### src/rtl/regfile_mp_pkg.sv
// Shared constants for the multi-port register file: default widths, enable levels
// and the hardwired zero-register address.
package regfile_mp_pkg;

    localparam int RegBus     = 32;
    localparam int RegAddrBus = 5;
    localparam int RegNumLog2 = 5;
    localparam int RegNum     = 1 << RegNumLog2;

    localparam logic WriteEnable = 1'b1;
    localparam logic ReadEnable  = 1'b1;

    localparam logic [RegAddrBus-1:0] ZeroAddr = '0;

endpackage

### src/rtl/regfile_rd_port.sv
// One registered read port: zero-address masking, optional same-edge write bypass
// (REGFILE_BYPASS_EN) and the rdata/rbusy output registers.
module regfile_rd_port
    import regfile_mp_pkg::*;
#(
    parameter int DATA_W = RegBus,
    parameter int ADDR_W = RegNumLog2,
    parameter int NUM_WR = 1
) (
    input  logic                     clk,
    input  logic                     rst,
    input  logic                     re,
    input  logic [ADDR_W-1:0]        raddr,
    input  logic [DATA_W-1:0]        mem_data,
    input  logic                     busy_pre,
`ifdef REGFILE_BYPASS_EN
    input  logic                     busy_post,
    input  logic [NUM_WR-1:0]        we,
    input  logic [NUM_WR*ADDR_W-1:0] waddr,
    input  logic [NUM_WR*DATA_W-1:0] wdata,
`endif
    output logic [DATA_W-1:0]        rdata,
    output logic                     rbusy
);

    logic [DATA_W-1:0] sel_data;
    logic              sel_busy;
    logic [DATA_W-1:0] rdata_d, rdata_q;
    logic              rbusy_d, rbusy_q;

    always_comb begin
        sel_data = mem_data;
        sel_busy = busy_pre;
`ifdef REGFILE_BYPASS_EN
        // Later ports overwrite earlier matches so the highest-index writer wins.
        sel_busy = busy_post;
        for (int i = 0; i < NUM_WR; i++) begin
            if (we[i] == WriteEnable && waddr[i*ADDR_W +: ADDR_W] == raddr) begin
                sel_data = wdata[i*DATA_W +: DATA_W];
            end
        end
`endif
        rdata_d = rdata_q;
        rbusy_d = rbusy_q;
        if (re == ReadEnable) begin
            if (raddr == ADDR_W'(ZeroAddr)) begin
                rdata_d = '0;
                rbusy_d = 1'b0;
            end else begin
                rdata_d = sel_data;
                rbusy_d = sel_busy;
            end
        end
    end

    always_ff @(posedge clk or negedge rst) begin
        if (!rst) begin
            rdata_q <= '0;
            rbusy_q <= 1'b0;
        end else begin
            rdata_q <= rdata_d;
            rbusy_q <= rbusy_d;
        end
    end

    assign rdata = rdata_q;
    assign rbusy = rbusy_q;

endmodule

### src/rtl/regfile_mp.sv
// Multi-port register file with registered reads, hardwired x0 and a per-register
// busy scoreboard. Define REGFILE_BYPASS_EN to forward same-edge writes to reads.
module regfile_mp
    import regfile_mp_pkg::*;
#(
    parameter int DATA_W = RegBus,
    parameter int ADDR_W = RegNumLog2,
    parameter int NUM_RD = 2,
    parameter int NUM_WR = 1
) (
    input  logic                     clk,
    input  logic                     rst,
    input  logic [NUM_WR-1:0]        we,
    input  logic [NUM_WR*ADDR_W-1:0] waddr,
    input  logic [NUM_WR*DATA_W-1:0] wdata,
    input  logic [NUM_RD-1:0]        re,
    input  logic [NUM_RD*ADDR_W-1:0] raddr,
    output logic [NUM_RD*DATA_W-1:0] rdata,
    output logic [NUM_RD-1:0]        rbusy,
    input  logic                     busy_set,
    input  logic [ADDR_W-1:0]        busy_addr,
    input  logic                     flush
);

    localparam int DEPTH = (ADDR_W == RegNumLog2) ? RegNum : (1 << ADDR_W);

    logic [DATA_W-1:0] mem_d [DEPTH];
    logic [DATA_W-1:0] mem_q [DEPTH];
    logic [DEPTH-1:0]  busy_d, busy_q;

    // Ports are applied in index order so the highest-index writer wins a conflict.
    always_comb begin
        mem_d = mem_q;
        for (int i = 0; i < NUM_WR; i++) begin
            if (we[i] == WriteEnable && waddr[i*ADDR_W +: ADDR_W] != ADDR_W'(ZeroAddr)) begin
                mem_d[waddr[i*ADDR_W +: ADDR_W]] = wdata[i*DATA_W +: DATA_W];
            end
        end
    end

    // A new producer (busy_set) supersedes a same-cycle writeback clear; flush beats both.
    always_comb begin
        busy_d = busy_q;
        if (flush) begin
            busy_d = '0;
        end else begin
            for (int i = 0; i < NUM_WR; i++) begin
                if (we[i] == WriteEnable) begin
                    busy_d[waddr[i*ADDR_W +: ADDR_W]] = 1'b0;
                end
            end
            if (busy_set) begin
                busy_d[busy_addr] = 1'b1;
            end
        end
        busy_d[0] = 1'b0;
    end

    always_ff @(posedge clk or negedge rst) begin
        if (!rst) begin
            for (int k = 0; k < DEPTH; k++) begin
                mem_q[k] <= '0;
            end
            busy_q <= '0;
        end else begin
            mem_q  <= mem_d;
            busy_q <= busy_d;
        end
    end

    for (genvar j = 0; j < NUM_RD; j++) begin : g_rd
        regfile_rd_port #(
            .DATA_W (DATA_W),
            .ADDR_W (ADDR_W),
            .NUM_WR (NUM_WR)
        ) u_rd_port (
            .clk      (clk),
            .rst      (rst),
            .re       (re[j]),
            .raddr    (raddr[j*ADDR_W +: ADDR_W]),
            .mem_data (mem_q[raddr[j*ADDR_W +: ADDR_W]]),
            .busy_pre (busy_q[raddr[j*ADDR_W +: ADDR_W]]),
`ifdef REGFILE_BYPASS_EN
            .busy_post(busy_d[raddr[j*ADDR_W +: ADDR_W]]),
            .we       (we),
            .waddr    (waddr),
            .wdata    (wdata),
`endif
            .rdata    (rdata[j*DATA_W +: DATA_W]),
            .rbusy    (rbusy[j])
        );
    end

endmodule

### config.mk
export PLATFORM = sky130hd
export DESIGN_NAME = regfile_mp
export DESIGN_NICKNAME = d
export VERILOG_FILES = /design/src/rtl/regfile_mp_pkg.sv /design/src/rtl/regfile_rd_port.sv /design/src/rtl/regfile_mp.sv
export SDC_FILE = /design/constraint.sdc
export NUM_CORES = 2
export LEC_CHECK = 0
export ABC_CLOCK_PERIOD_IN_PS = 1700
export CAP_MARGIN = 15
export CORE_ASPECT_RATIO = 1.5
export CORE_MARGIN = 1
export CORE_UTILIZATION = 45
export CTS_CLUSTER_DIAMETER = 150
export DETAILED_ROUTE_END_ITERATION = 16
export SLEW_MARGIN = 40
export SYNTH_ARGS = -nofsm -noshare
export SYNTH_HDL_FRONTEND = slang
export SYNTH_SLANG_ARGS = --single-unit
### constraint.sdc
create_clock -name clk -period 1.7 [get_ports clk]
set_input_delay 0.34 -clock clk [delete_from_list [all_inputs] [get_ports clk]]
set_output_delay 0.34 -clock clk [all_outputs]
set_load 0.02 [all_outputs]
Word level (Yosys, flattened, before mapping)
Index checks and enable logic that the tools add are counted.
{"block": "totals", "regBits": 1121}
{"block": "classes", "order_cmp": 10, "muxes": 25, "bitwise": 6, "n_reduce_logical": 7}
{"operator": "1024-bit bitwise mux", "count": 1}
{"operator": "32-bit 2-to-1 mux", "count": 11}
{"operator": "32-bit binary-select mux with 5-bit select", "count": 2}
{"operator": "32-bit demux with 5-bit select", "count": 1}
{"operator": "32-bit bitwise AND", "count": 1}
{"operator": "32-bit NOT", "count": 1}
{"operator": "32-bit bitwise OR", "count": 1}
{"operator": "5-bit by 6-bit less-than comparator with 1-bit output (second input constant)", "count": 4}
{"operator": "6-bit >= comparator (second input constant)", "count": 3}
{"operator": "5-bit NOT with 6-bit output", "count": 3}
{"operator": "1-bit binary-select mux with 5-bit select", "count": 2}
{"operator": "1-bit demux with 5-bit select", "count": 2}
{"operator": "5-bit by 1-bit >= comparator with 1-bit output (second input constant)", "count": 2}
{"operator": "5-bit zero test", "count": 2}
{"operator": "6-bit by 1-bit less-than comparator with 1-bit output (second input constant)", "count": 1}
{"operator": "1-bit 2-to-1 mux", "count": 6}
{"operator": "5-bit nonzero test", "count": 1}
{"operator": "1-bit logical AND", "count": 4}

Longest topological paths before layout
{"block": "logic_depth", "word_depth": 11, "ltp_mapped": 9, "mapped_depth_nobuf": 5}

By module
From an unflattened synthesis, not the netlist that was laid out.
{"block": "unflattened", "hier_cells": 3725, "area_unflattened_um2": 57500.1}
{"mod": "regfile_mp", "n_inst": 1, "cells_per_inst": 3503, "area_per_inst_um2": 54652.4, "seq_area_each_um2": 26400.3}
{"mod": "regfile_rd_port", "n_inst": 2, "cells_per_inst": 111, "area_per_inst_um2": 1423.9, "seq_area_each_um2": 825.8}

Worst setup path before layout
Ideal clock, no wire load.
{"block": "synth_timing", "kind": "input port to flip-flop", "start": "in raddr[0]", "end": "reg g_rd[0].u_rd_port.rdata_q[16]", "setup_ps": 132, "t_arrival_ps": 1942, "setup_slack_ps": -373, "cell_stages": 7, "n_path_buf": 3, "cell_sequence": "clkbuf_1 -> buf_2 -> buf_2 -> mux4_2 -> mux2_2 -> o221ai_1 -> nand3_1"}
{"block": "synth_via", "elab_chain_len": 5, "elab_cells_between_ends": 6, "cone_classes": "mux (4); bitwise (1); reduce/logical (1)"}
{"element": "from (decl)", "line": "regfile_mp.sv:17", "source": "input logic [NUM_RD*ADDR_W-1:0] raddr,"}
{"element": "5-bit NOT with 6-bit output (not written as such)", "line": "regfile_mp.sv:81", "source": ".mem_data (mem_q[raddr[j*ADDR_W +: ADDR_W]]),"}
{"element": "32-bit binary-select mux with 5-bit select", "line": "regfile_mp.sv:81"}
{"element": "32-bit 2-to-1 mux (not written as such) (2 in series)", "line": "regfile_mp.sv:81"}
{"element": "32-bit 2-to-1 mux (*)", "line": "regfile_rd_port.sv:46", "source": "if (raddr == ADDR_W'(ZeroAddr)) begin"}
{"element": "to (signal assigned)", "line": "regfile_rd_port.sv:61", "source": "rdata_q <= rdata_d;"}
{"element": "to (decl)", "line": "regfile_rd_port.sv:28", "source": "logic [DATA_W-1:0] rdata_d, rdata_q;"}
Mark *: on every way between the ends. The rest lies on a longest branch, timed or not. The select of a mux whose other input is x is not followed.
A chain may end at the register's enable or synchronous reset.

Worst setup path after layout
{"block": "layout_timing", "start": "reg g_rd[0].u_rd_port.rdata_q[14]", "end": "out rdata[14]"}
{"element": "to (decl)", "line": "regfile_mp.sv:18", "source": "output logic [NUM_RD*DATA_W-1:0] rdata,"}
No word-level cell between the ends.

==> metrics <==
run status complete, but fails checks; violated checks setup timing; Finished Layout Cells 6103; Root Driver clkbuf_16; CP Capture Point rdata[14]; 1st-iter DRT viols 2970; power density over cell area 1130 mW/mm²; Clock Pin Slew Worst Setup and Hold Paths approximately 70 ps; CP Class flop to output port; Final nets ~4400; Crit path buffers/inverters 1; RSZ-0062 raised after global routing true; Setup Viol. Count Final 35; syn_area_per_cell approximately 15 µm²; Final Cycle Share 103.7%; row count between 150 and 200; Post-synth ARST share between 90% and 100%; Ports 125; DR vias 39060; total congestion overflow 0; post-synthesis sequential area ratio 47.80%; worst hold-check path type primary input to asynchronous set/reset pin; area leader, netlist dfrtp_1; minimum clock period ~1800 ps; CP Launch Type flop; Max Cap Viol 0; fraction of layout cells with a size suffix above 1 between 50% and 60%; number of global-route vias before repair between 40000 and 50000; stages on the worst setup path 1; clock tree from TritonCTS done; die height 444.3 µm; reg2reg end g_rd[1].u_rd_port.rdata[28]$_DFFE_PN0P_; worst-margin pin slew 831.5 ps; top_reg_cell synth dfrtp_1; WP data required 1360 ps; Slew HR about 43%; Final Hold Viols 0; total wire length between 200 and 250 mm; Sum Neg Setup Slack -1007 ps; largest cells by area after synthesis dfrtp_1 48%, mux2_2 21%, mux4_2 18%; most frequent cell after synthesis dfrtp_1; Mapped Area between 0.05 and 0.06 mm²; Post-Synthesis Cells about 4000; Layout fillers 10590; Worst path max stage delay roughly 490 ps; Core ar. roughly 0.13 mm²; CP endpoint kind output port; clk sinks 1121; Final Max Tran Viols 0; Critical path origin g_rd[0].u_rd_port.rdata[14]$_DFFE_PN0P_; clk_skew 23.90 ps; Peak VDD IR approximately 0.00084 V; placed cells 5887; Synth top area share between 40 and 50%; syn_nets around 4000; PnR worst setup slack -63.59 ps; Antenna Violating Nets Remaining 0; die width approximately 300 µm; R2R cell count 5; crit path DAT between 1000 and 1500 ps; IO Port Bufs between 100 and 150; drt pass-1 iters 5; Post-synth EDFFs 0; CTS H-Tree Depth 3; routed len/inst 33.00 µm; synth unique cells 46; critical path cell sequence buf_6; Clock Latency Late Sink ~760 ps; Yosys reg bits 1121; first-pass GRT wire length 295.8 mm; Area Growth Syn to Fin 21.20%; crit-path max FO 2; Slowest cell on crit path dfrtp_2; Worst Hold Margin ~120 ps; DR DRC count 0; Initial Util a little under half; Die Footprint around 0.13 mm²; FMAX roughly 570 MHz; total power 80.38 mW; Synth warnings 0; r2r startpoint mem_q[796]$_DFFE_PN0P_; clk buf depth 3; Leak 31.01 nW; CP delay by family, top flip-flops; Final GP Congestion around 0.86; Synth top cells by count 1121 x dfrtp_1, 1118 x mux2_2, 459 x mux4_2; largest net degree at the start of global routing 90; CTS Buf Count between 100 and 150; R2R Setup Slk -20 ps; initial antenna violation count 4; DR vias/cell about 6.4; Post-Route Utilization between 50% and 60%; gr usage total a little over 30%; post-DP HPWL ~140 mm
flip-flops by register name, indices dropped and copies added, names as in the netlist:
register,cells
mem_q,1024
g_rd.u_rd_port.rdata,64
busy_q,31
g_rd.u_rd_port.rbusy,2
worst min path at each step:
stage               slack, ps  cells after the start                     end  start
finish                    120                      3  mem_q[490]$_DFFE_PN0P_    rst
global route              110                      3   mem_q[11]$_DFFE_PN0P_    rst
detailed placement        320                      2  mem_q[490]$_DFFE_PN0P_    rst
global placement          320                      2  mem_q[490]$_DFFE_PN0P_    rst
CTS                        80                      3   mem_q[11]$_DFFE_PN0P_    rst
floorplan                  40                      0    busy_q[10]$_DFF_PN0_    rst
cell families after synthesis:
family / synth area share, %
AOI/OAI and AO/OA: 4.684
buffers and inverters: 3.571
DFF: 47.80
muxes: 42.09
and+or+nand+nor: 1.863
per-stage QoR:
stage,instance area (µm²),setup slack (ps)
after global routing,71130,-89.79
after CTS,70990,-120.8
final,71140,-63.59
after floorplan,59440,-200.6
after global placement,66800,-837.7
after detailed placement,66800,-858.7
cell usage in the layout, fill, tap and decap left out, types with 33 or more instances in the layout:
master,netlist,final
mux4_2,459,459
mux2_4,0,37
dfrtp_1,1121,1081
a211o_1,33,33
nand3_1,34,34
buf_12,0,171
clkbuf_16,0,113
clkdlybuf4s50_1,0,45
mux2_2,1118,1081
buf_6,6,63
buf_4,24,379
inv_1,35,35
mux2i_1,139,127
nand2_1,72,55
o22ai_1,127,121
dfrtp_2,0,40
mux2_1,34,34
a22oi_1,47,45
nor2b_1,34,34
power breakdown:
group	switching, mW	internal (mW)
clock network	11.3	15.4
registers	4.00	31.7
logic	7.20	10.7
total	22.5	57.8
timing repair:
action,in CTS,in global routing
pin swaps,4,7
hold buffers,1,0
setup endpoints to repair,81,72
endpoints found under the hold margin,1052,0
buffers inserted,5,2
resized for setup,423,27
gates cloned,0,0
routing by layer:
| layer | wire [µm] | global-route usage, % | share of wire, % |
|---|---|---|---|
| met1 | 78800 | 38.98 | 39 |
| met2 | 101700 | 53.20 | 50 |
| met3 | 11730 | 4.625 | 5.8 |
| met4 | 9164 | 12.57 | 4.5 |
| met5 | 38 | 0 | 0.019 |
area by class of cell:
type	count	area (µm²)	share of cell area, %
Antenna cell	3	7.507	0.01055
Tap cell	1711	2141	3.009
Inverter	36	135.1	0.1900
Timing Repair Buffer	672	7559	10.63
Clock buffer	157	3273	4.601
Multi-Input combinational cell	2353	29260	41.13
Clock inverter	50	658.1	0.9252
Sequential cell	1121	28100	39.50
(Power assumes the default switching activity.)
